### src/rtl/trap_controller.sv
// Sequences exceptions and MRET from execute into CSR update strobes, then redirects fetch.
// Latency: strobe at +1, redirect at +2, next event accepted at +3+DRAIN_CYCLES; stall holds upstream.
module trap_controller #(
    parameter int DRAIN_CYCLES = 2,
    parameter int COUNT_W      = 16
) (
    input  logic               clk,
    input  logic               rst,
    input  logic               ex_valid,
    input  logic [31:0]        ex_pc,
    input  logic [31:0]        ex_instr,
    input  logic               ex_ecall,
    input  logic               ex_ebreak,
    input  logic               ex_mret,
    input  logic               ex_misaligned,
    input  logic               ex_misaligned_store,
    input  logic [31:0]        ex_store_value,
    input  logic [14:0]        ex_mem_addr,
    input  logic [4:0]         ex_rd_addr,
    input  logic [31:0]        mtvec_val,
    input  logic [31:0]        mepc_val,
    output logic               csr_ecall,
    output logic               csr_ebreak,
    output logic               csr_mret,
    output logic               csr_misaligned,
    output logic               csr_misaligned_store,
    output logic [31:0]        csr_pc,
    output logic [31:0]        csr_in,
    output logic [31:0]        csr_store_value,
    output logic [14:0]        csr_mem_addr,
    output logic [4:0]         csr_rd_addr,
    output logic               stall,
    output logic               flush,
    output logic               redirect_valid,
    output logic [31:0]        redirect_pc,
    output logic               busy,
    output logic [COUNT_W-1:0] trap_count
);

    localparam int DW = (DRAIN_CYCLES > 1) ? $clog2(DRAIN_CYCLES) : 1;

    typedef enum logic [1:0] {
        S_IDLE,
        S_COMMIT,
        S_REDIRECT,
        S_DRAIN
    } state_t;

    typedef enum logic [1:0] {
        K_MISAL,
        K_ECALL,
        K_EBREAK,
        K_MRET
    } kind_t;

    state_t             r_state;
    state_t             w_next;
    kind_t              r_kind;
    kind_t              w_kind;
    logic               w_event;
    logic               w_take;
    logic [DW-1:0]      r_drain;
    logic [COUNT_W-1:0] r_trap_count;
    logic               r_csr_ecall;
    logic               r_csr_ebreak;
    logic               r_csr_mret;
    logic               r_csr_misaligned;
    logic               r_misal_store;
    logic [31:0]        r_pc;
    logic [31:0]        r_instr;
    logic [31:0]        r_store_value;
    logic [14:0]        r_mem_addr;
    logic [4:0]         r_rd_addr;
    logic [31:0]        w_trap_vec;

    assign w_event = ex_valid & (ex_misaligned | ex_ecall | ex_ebreak | ex_mret);
    assign w_take  = (r_state == S_IDLE) && w_event;
    // Exceptions always go to the mtvec base; the low mode bits are masked off.
    assign w_trap_vec = mtvec_val & 32'hFFFF_FFFC;

    always_comb begin
        w_kind = K_MRET;
        if (ex_misaligned) begin
            w_kind = K_MISAL;
        end else if (ex_ecall) begin
            w_kind = K_ECALL;
        end else if (ex_ebreak) begin
            w_kind = K_EBREAK;
        end
    end

    always_comb begin
        w_next = r_state;
        case (r_state)
            S_IDLE:     if (w_event) w_next = S_COMMIT;
            S_COMMIT:   w_next = S_REDIRECT;
            S_REDIRECT: w_next = (DRAIN_CYCLES == 0) ? S_IDLE : S_DRAIN;
            S_DRAIN:    if (r_drain == '0) w_next = S_IDLE;
            default:    w_next = S_IDLE;
        endcase
    end

    always_ff @(posedge clk) begin
        if (rst) begin
            r_state          <= S_IDLE;
            r_kind           <= K_MISAL;
            r_drain          <= '0;
            r_trap_count     <= '0;
            r_csr_ecall      <= 1'b0;
            r_csr_ebreak     <= 1'b0;
            r_csr_mret       <= 1'b0;
            r_csr_misaligned <= 1'b0;
            r_misal_store    <= 1'b0;
            r_pc             <= '0;
            r_instr          <= '0;
            r_store_value    <= '0;
            r_mem_addr       <= '0;
            r_rd_addr        <= '0;
        end else begin
            r_state          <= w_next;
            r_csr_misaligned <= w_take && (w_kind == K_MISAL);
            r_csr_ecall      <= w_take && (w_kind == K_ECALL);
            r_csr_ebreak     <= w_take && (w_kind == K_EBREAK);
            r_csr_mret       <= w_take && (w_kind == K_MRET);
            if (w_take) begin
                r_kind        <= w_kind;
                r_misal_store <= ex_misaligned & ex_misaligned_store;
                r_pc          <= ex_pc;
                r_instr       <= ex_instr;
                r_store_value <= ex_store_value;
                r_mem_addr    <= ex_mem_addr;
                r_rd_addr     <= ex_rd_addr;
            end
            if ((r_state == S_COMMIT) && (r_kind != K_MRET) && !(&r_trap_count)) begin
                r_trap_count <= r_trap_count + COUNT_W'(1);
            end
            if (r_state == S_REDIRECT) begin
                r_drain <= DW'(DRAIN_CYCLES - 1);
            end else if ((r_state == S_DRAIN) && (r_drain != '0)) begin
                r_drain <= r_drain - DW'(1);
            end
        end
    end

    // Redirect is suppressed while reset is held so an aborted sequence never steers fetch.
    always_comb begin
        stall          = 1'b1;
        flush          = 1'b0;
        redirect_valid = 1'b0;
        redirect_pc    = '0;
        case (r_state)
            S_IDLE:   stall = w_event;
            S_COMMIT: flush = 1'b1;
            S_REDIRECT: begin
                flush          = 1'b1;
                redirect_valid = !rst;
                if (!rst) begin
                    redirect_pc = (r_kind == K_MRET) ? mepc_val : w_trap_vec;
                end
            end
            default: ;
        endcase
    end

    assign busy                 = (r_state != S_IDLE);
    assign csr_ecall            = r_csr_ecall;
    assign csr_ebreak           = r_csr_ebreak;
    assign csr_mret             = r_csr_mret;
    assign csr_misaligned       = r_csr_misaligned;
    assign csr_misaligned_store = r_misal_store;
    assign csr_pc               = r_pc;
    assign csr_in               = r_instr;
    assign csr_store_value      = r_store_value;
    assign csr_mem_addr         = r_mem_addr;
    assign csr_rd_addr          = r_rd_addr;
    assign trap_count           = r_trap_count;

endmodule
### config.mk
export PLATFORM = sky130hd
export DESIGN_NAME = trap_controller
export DESIGN_NICKNAME = d
export VERILOG_FILES = /design/src/rtl/trap_controller.sv
export SDC_FILE = /design/constraint.sdc
export NUM_CORES = 1
export LEC_CHECK = 0
export ABC_AREA = 1
export CAP_MARGIN = 15
export CORE_AREA = 2 2 141 143
export CTS_CLUSTER_DIAMETER = 50
export DETAILED_ROUTE_END_ITERATION = 12
export DIE_AREA = 0 0 143 145
export PLACE_DENSITY = 0.69
export SYNTH_ARGS = -nofsm -noshare
export SYNTH_HDL_FRONTEND = slang
export SYNTH_SLANG_ARGS = --single-unit
export TNS_END_PERCENT = 10
### constraint.sdc
create_clock -name clk -period 1.9 [get_ports clk]
set_input_delay 0.38 -clock clk [delete_from_list [all_inputs] [get_ports clk]]
set_output_delay 0.38 -clock clk [all_outputs]
set_load 0.01 [all_outputs]
==> metrics.csv, run 1 <==
metric,value,unit
violated checks,negative setup slack,
Gate power share,38.2,%
"Primary FF master, synth",dfxtp_1,
GRT Util Overall,20.6,%
Final Hold Slack,260,ps
Max-Cap Viols,0,
first-pass GRT wire length,33700,um
Synth Register Bits,142,
Post-Syn Nets,1014,
peak supply drop,0.605,mV
sequential area share after synthesis,47.4,%
DR DRC count,0,
Mapped Area,6000,um2
vias post-DR,6663,
die area,20700,um2
fin util,55.5,%
Ant. Diodes,0,
Net Sw Frac,34.3,%
# IOs,361,
total area of sequential cells,2850,um2
R2R Setup Slk,150,ps
clock-pin transition on the worst setup and hold timing paths,70,ps
Synth area leader,dfxtp_1,
Worst Setup Start Kind,register,
minimum clock period,2000,ps
final period utilization,105,%
Die H,145,um
Rel. slew slack,58.4,%
Final GP Congestion,0.843,
row count,51,
later-pin clock latency in the skew report,420,ps
Inserted Clock Buffers,17,
gr ovfl total,0,
area grow syn2layout,77.6,%
Initial DRT Pass Iterations,4,
pre-CTS setup slack,-348,ps
Filler Cells Inserted,1811,
Hold Crit Class,input pin to register,
sequential share of power,32.9,%
Die Width,143,um
WL per Instance,15.2,um
Setup CP Type,register to output port,
fraction of registers with async set/reset,0,%
CTS Root Cell,clkbuf_16,
ratio of cells with drive above 1 in the final layout,17.0,%
IO Port Bufs,358,
Slew @ Worst Pin,624,ps
TritonCTS clock tree,built,
status,"complete, but fails checks",
area share of the largest cell type after synthesis,47.4,%
Setup WS post-layout,-95.7,ps
RSZ-0062 raised after global routing,yes,
nets,1390,
Post-Synthesis Cells,820,
sw power,3840,uW
"EDFF count, synth",0,
clock network power share,28.8,%
number of global-route vias before repair,6507,
core area,19200,um2
Pins Over Slew Limit,0,
Avg Inst Size Synth,7.31,um2
initial antenna violation count,0,
YS warnings,0,
Critical Path Fanout Max,7,
CP Data Arrival Time,1620,ps
routed vias/inst,4.52,
largest net degree at the start of global routing,51,
P_leak,0.00410,uW
Initial Util,31.2,%
Worst EP required,1520,ps
final setup fails,24,
pwr dens,1050,nW/um2
clk_skew,9.05,ps
Worst Setup End Kind,output port,
final hold violation count,0,
Multi-input gate area,2870,um2
top cells by area in the synthesized netlist,"dfxtp_1 47%, nand2_1 17%, a21oi_1 8.2%",
# clock sinks,142,
H-tree depth,4,
maximum clock rate,501,MHz
Pint,7360,uW
Final Routed Wirelength,22400,um
CTS max path bufs,2,
hold_buf cts,0,
Detailed Place HPWL,16200,um
Yosys cell types,22,
1st-iter DRT viols,313,
antenna-violating nets left,0,
## cells in the final DEF (no fill, tap or decap), types with 27 or more instances in the layout
cell             count
a21oi_1             98
a21oi_2             30
buf_2               27
buf_4               40
clkdlybuf4s50_1    320
dfxtp_1            140
nand2_1            263
nand2_2             32
nor2_1             108
## final timing paths
path,cells past startpoint,end,start
setup / recovery,9,redirect_pc[15],r_state[0]
hold / removal,3,csr_misaligned,ex_misaligned
setup reg to reg,11,trap_count[13],r_state[1]
hold reg to reg,2,csr_in[12],csr_in[12]
## routing by layer
metal  routed length [um]  GRT usage [%]  vias up
met5                    0              0        -
met4                  598           7.62        0
met3                 2230           7.99       35
met2                11300           37.3      267
met1                 8290           21.3     2994
li1                     -              -     3367
## critical path, stage by stage, from the launching register on
cell	delay [ps]
dfxtp_2	320
inv_2	70
ha_4	150
nand2_4	60
inv_6	70
buf_12	120
buf_12	110
o21ai_1	70
nor2_1	100
buf_2	130
## power groups by stage
stage	clock, uW	sequential, uW	combinational (uW)
after global placement	0	3720	4210
final	3230	3690	4280
after CTS	3320	3690	4350
after global routing	3450	3740	4650
after floorplan	0	3950	1760
after detailed placement	0	3740	4240
## cells by family after synthesis
logic type	count (synthesis)	synth area share, %
simple gates	433	29.0
fa+ha+maj	6	1.25
xor+xnor	1	0.146
flops	142	47.4
buf+inv	74	6.49
compound gates	164	15.7
## flip-flops by register name, indices dropped and copies added (netlist names), 2 cells and up
register         flops
csr_in              32
csr_mem_addr        15
csr_pc              32
csr_rd_addr          5
csr_store_value     32
r_kind               2
r_state              2
trap_count          16
## stage by stage
stage               total power (uW)  area, um2  cells  setup TNS [ps]
floorplan                       5720       6000    820               0
global placement                7930      10100   1438          -20740
detailed placement              7980      10100   1438          -23190
CTS                            11400      10600   1474           -3260
global route                   11800      10700   1474           -4140
finish                         11200      10700   1474           -1160
## cells in the mapped netlist, drive strengths merged (3+ instances only)
| library cell | count |
|---|---|
| nand2 | 296 |
| dfxtp | 142 |
| a21oi | 128 |
| nor2 | 114 |
| o21ai | 32 |
| buf | 30 |
| clkbuf | 21 |
| inv | 21 |
| nand3 | 15 |
| ha | 6 |
| nand4 | 4 |
| nor3 | 4 |
| a31oi | 3 |
## area by class of cell
class	count	area share [%]
Multi-Input combinational cell	604	26.9
Clock inverter	15	1.30
Clock buffer	17	3.99
Timing Repair Buffer	408	37.1
Inverter	23	0.881
Tap cell	265	3.11
Sequential cell	142	26.7
## timing repair
action / in CTS / in global routing
gates cloned: 2 / 0
pin swaps: 10 / 13
setup endpoints to repair: 36 / 36
hold endpoints to repair: 0 / 0
buffers inserted: 2 / 2
resized for setup: 176 / 21
Power figures use the tool's default switching activity.
==> run 2: changes to the inputs <==
--- a/config.mk
+++ b/config.mk
@@ -12,6 +12,7 @@
 export DETAILED_ROUTE_END_ITERATION = 12
 export DIE_AREA = 0 0 143 145
 export PLACE_DENSITY = 0.69
+export SETUP_SLACK_MARGIN = 0.02
 export SYNTH_ARGS = -nofsm -noshare
 export SYNTH_HDL_FRONTEND = slang
 export SYNTH_SLANG_ARGS = --single-unit
==> run 2 against run 1 <==
Compared with the run above:
- the flow still finishes with violations (negative setup slack)
- critical path depth unchanged
- first-iteration DRC count decreased by 1.3%
- critical path type unchanged
- largest power group unchanged
- final cell count unchanged
- global-route usage unchanged
- non-clock buffer count unchanged
- core utilization about the same
- clock power about the same
- fmax about the same
- wire length decreased by 0.17%
- critical endpoint unchanged
- sequential power about the same
- worst hold slack improved by 1.1 ps
- worst setup slack got worse by 0.99 ps
==> metrics.csv, run 2 (same netlist as run 1, synthesis figures left out) <==
metric,value,unit
met2 wire len,11300,um
H-tree depth,4,
Worst Path Buf+Inv,5,
CP top delay family,buffers and inverters,
pwr dens,1050,nW/um2
Layout Cells excl Fill,1474,
die area,20700,um2
Multi-input gate area,2870,um2
Filler Cells Inserted,1811,
Die Width,143,um
Detailed Place HPWL,16200,um
top sig layer,met4,
Rel. slew slack,58.4,%
Initial Util,31.2,%
worst path cell trace,inv_2 -> ha_4 -> nand2_4 -> inv_6 -> buf_12 -> buf_12 -> o21ai_1 -> nor2_1 -> buf_2,
most frequent cells in the layout,"320 x clkdlybuf4s50_1, 263 x nand2_1, 139 x dfxtp_1",
Final Hold Slack,261,ps
fin util,55.4,%
first-pass GRT wire length,33700,um
row count,51,
Post-DP Area,10100,um2
Hold Crit Class,input pin to register,
hold_buf cts,0,
CP Data Arrival Time,1620,ps
core area,19200,um2
CP max stage cell,dfxtp_2,
Worst EP required,1520,ps
final hold violation count,0,
Slew @ Worst Pin,624,ps
clk_skew,9.09,ps
ratio of cells with drive above 1 in the final layout,17.2,%
violated checks,negative setup slack,
Inserted Clock Buffers,17,
final period utilization,105,%
Max-Cap Viols,0,
antenna-violating nets left,0,
gr ovfl total,0,
Final GP Congestion,0.843,
routed vias/inst,4.51,
Ant. Diodes,0,
Setup WS post-layout,-96.7,ps
nets,1390,
Die H,145,um
Worst Setup Start Kind,register,
status,"complete, but fails checks",
Initial DRT Pass Iterations,4,
final setup fails,23,
P_leak,0.00410,uW
TritonCTS clock tree,built,
initial antenna violation count,0,
critical path's largest stage delay,320,ps
vias post-DR,6649,
Met1 Routed Length,8300,um
area grow syn2layout,77.6,%
WL per Instance,15.2,um
clock-pin transition on the worst setup and hold timing paths,70,ps
Critical Path Fanout Max,7,
# IOs,361,
maximum clock rate,501,MHz
DR DRC count,0,
RSZ-0062 raised after global routing,yes,
"most common cell after layout, fill and taps aside",clkdlybuf4s50_1,
Cells after DPL,1438,
later-pin clock latency in the skew report,420,ps
Pins Over Slew Limit,0,
CTS Root Cell,clkbuf_16,
final instance area,10700,um2
most frequent CP cell,buf_12,
Final Routed Wirelength,22400,um
total area of sequential cells,2850,um2
minimum clock period,2000,ps
peak supply drop,0.603,mV
# clock sinks,142,
largest net degree at the start of global routing,51,
GRT Util Overall,20.6,%
Setup CP Type,register to output port,
IO Port Bufs,358,
number of global-route vias before repair,6507,
Worst Setup End Kind,output port,
1st-iter DRT viols,309,
CTS max path bufs,2,
met3 wire length,2180,um
total power,11200,uW
## run 2: changes by cell type in the layout (fill, tap and decap cells not counted), sizes merged
cell           delta
clkdlybuf4s15     -1
clkbuf            +1
## run 2: routing by layer
metal | global-route usage [%] | up-vias
li1 | - | 3367
met3 | 7.99 | 36
met4 | 7.62 | 0
met5 | 0 | -
met2 | 37.3 | 264
met1 | 21.3 | 2982
## run 2: timing repair
action	CTS	global route
setup endpoints to repair	36	38
cloned	2	0
setup buffers	2	2
gates resized for setup	177	23
pin swaps	10	13
## run 2: final cells by class
class                           instances  share of cell area (%)
Timing Repair Buffer                  408                    37.1
Sequential cell                       142                    26.7
Clock buffer                           17                    3.99
Inverter                               23                   0.881
Tap cell                              265                    3.11
Multi-Input combinational cell        604                    26.9
Clock inverter                         15                    1.30
## run 2: worst paths after layout
kind,start,end,slack [ps],cells after the start
setup reg to reg,r_state[1],trap_count[13],200,11
hold / removal,ex_misaligned,csr_misaligned,260,3
hold reg to reg,csr_in[12],csr_in[12],460,2
setup / recovery,r_state[0],redirect_pc[15],-100,9
## run 2: metrics by stage
stage | setup slack, ps | setup TNS [ps]
floorplan | 231 | 0
global placement | -333 | -20740
detailed placement | -348 | -23190
CTS | -156 | -3260
global route | -177 | -4140
finish | -96.7 | -1140
## run 2: report_power, final
group | total, uW | switching, uW | internal (uW)
logic | 4270 | 2120 | 2160
registers | 3690 | 236 | 3450
clock network | 3230 | 1490 | 1740
total | 11200 | 3840 | 7350
## run 2: tightest hold or removal path, cell delays in order
cell and delay [ps]:
dlymetal6s2s_1 140, inv_2 60, nor2_1 40
==> run 3: changes to the inputs <==
--- a/config.mk
+++ b/config.mk
@@ -11,8 +11,9 @@
 export CTS_CLUSTER_DIAMETER = 50
 export DETAILED_ROUTE_END_ITERATION = 12
 export DIE_AREA = 0 0 143 145
+export HOLD_SLACK_MARGIN = 0.12
 export PLACE_DENSITY = 0.69
-export SETUP_SLACK_MARGIN = 0.02
+export SETUP_SLACK_MARGIN = 0.2
 export SYNTH_ARGS = -nofsm -noshare
 export SYNTH_HDL_FRONTEND = slang
 export SYNTH_SLANG_ARGS = --single-unit
==> run 3 against run 2 <==
Compared with the run above:
- the flow still finishes with violations (negative setup slack)
- final cell count up 0.34%
- sequential cell count is the same
- global-route usage increased by 0.076 points
- via count rose by 0.41%
- critical path type unchanged
==> metrics.csv, run 3 (same netlist as run 1, synthesis figures left out) <==
metric,value,unit
Post-DP Area,10100,um2
fin util,56.5,%
reg2reg start,r_state[1],
Hold Crit Class,input pin to register,
clock-pin transition on the worst setup and hold timing paths,70,ps
final hold violation count,0,
row count,51,
clk_skew,8.59,ps
gr ovfl total,0,
status,"complete, but fails checks",
ratio of cells with drive above 1 in the final layout,19.9,%
P_leak,0.00534,uW
maximum clock rate,489,MHz
hold path endpoint,csr_misaligned,
Worst Setup End Kind,output port,
pwr dens,1030,nW/um2
most frequent cells in the layout,"260 x nand2_1, 191 x clkdlybuf4s50_1, 129 x dfxtp_1",
# IOs,361,
IO Port Bufs,358,
"most common cell after layout, fill and taps aside",nand2_1,
CTS Root Cell,clkbuf_16,
# clock sinks,142,
antenna-violating nets left,0,
peak supply drop,0.598,mV
number of global-route vias before repair,6538,
GRT Util Overall,20.7,%
final setup fails,30,
Inserted Clock Buffers,17,
CP Data Arrival Time,1670,ps
Pins Over Slew Limit,0,
Final GP Congestion,0.843,
vias post-DR,6676,
final instance area,10900,um2
Slew @ Worst Pin,625,ps
H-tree depth,4,
initial antenna violation count,0,
nets,1395,
CTS max path bufs,2,
R2R Setup Slk,180,ps
final period utilization,108,%
Die H,145,um
Initial DRT Pass Iterations,4,
Worst Setup Start Kind,register,
later-pin clock latency in the skew report,420,ps
Worst EP required,1520,ps
Max-Cap Viols,0,
die area,20700,um2
Final Hold Slack,263,ps
RSZ-0062 raised after global routing,yes,
Initial Util,31.2,%
largest net degree at the start of global routing,51,
Ant. Diodes,0,
DR DRC count,0,
minimum clock period,2050,ps
TritonCTS clock tree,built,
Hold Startpoint,ex_misaligned,
1st-iter DRT viols,302,
area grow syn2layout,81.1,%
RR Endpoint,trap_count[13],
R2R depth,11,
core area,19200,um2
violated checks,negative setup slack,
hold_buf cts,0,
Detailed Place HPWL,16200,um
Min-Delay Path Depth,3,
WL per Instance,15.4,um
Setup CP Type,register to output port,
Rel. slew slack,58.3,%
Die Width,143,um
first-pass GRT wire length,33800,um
routed vias/inst,4.51,
Critical Path Fanout Max,6,
Setup WS post-layout,-147,ps
Final Routed Wirelength,22700,um
run 3: cell count changes in the layout (fill, tap and decap cells not counted), moves of 10 or more:
cell,change
dfxtp_1,-10
dlygate4sd2_1,+81
dlymetal6s2s_1,+48
o21ai_2,+11
dfxtp_2,+10
o21ai_0,-10
clkdlybuf4s50_1,-129
run 3: final cells by class:
type,count,area (um2)
flip-flops and latches,142,2860
multi-input cells,604,2930
repair buffers,413,4070
fillers,1795,8350
clock buffers,17,425
inverters,23,104
well taps,265,332
clock inverters,15,139
run 3: what timing repair did:
item,CTS,global route
endpoints found under the setup margin,214,146
gates resized for setup,290,86
cloned,2,1
pin swaps,19,28
buffers inserted,3,3
run 3: critical path, cell delays in order (launching register included):
cell       delay, ps
dfxtp_2          320
inv_2             70
ha_4             150
nand2_4           50
inv_4             70
buf_6            120
clkbuf_16        150
o21ai_1           60
nor2_1           110
buf_2            150
run 3: per-layer routing:
metal | track usage [%] | up-vias | routed length [um]
met2 | 37.6 | 261 | 11500
met3 | 7.92 | 32 | 2210
met1 | 21.4 | 3007 | 8430
met5 | 0 | - | 0
met4 | 7.62 | 0 | 541
li1 | - | 3376 | -
run 3: stage by stage:
step                power (uW)  std cells  setup WS (ps)  TNS [ps]
floorplan                 5720        820            231         0
global placement          7930       1438           -333    -20740
detailed placement        7980       1438           -348    -23190
CTS                      11200       1475           -156     -3400
global route             11800       1479           -223     -5520
finish                   11100       1479           -147     -2570
run 3: where the power goes:
part	total, uW	internal, uW	switching [uW]
clock network	3230	1740	1480
registers	3680	3450	223
logic	4240	2070	2180
total	11100	7260	3880
run 3: how the worst max path moves through the flow:
| stage | from | depth (start not counted) | endpoint |
|---|---|---|---|
| floorplan | rst | 7 | redirect_pc[10] |
| global placement | rst | 8 | redirect_pc[27] |
| detailed placement | rst | 8 | redirect_pc[27] |
| CTS | r_state[0] | 9 | redirect_pc[28] |
| global route | r_state[0] | 9 | redirect_pc[3] |
| finish | r_state[0] | 9 | redirect_pc[28] |
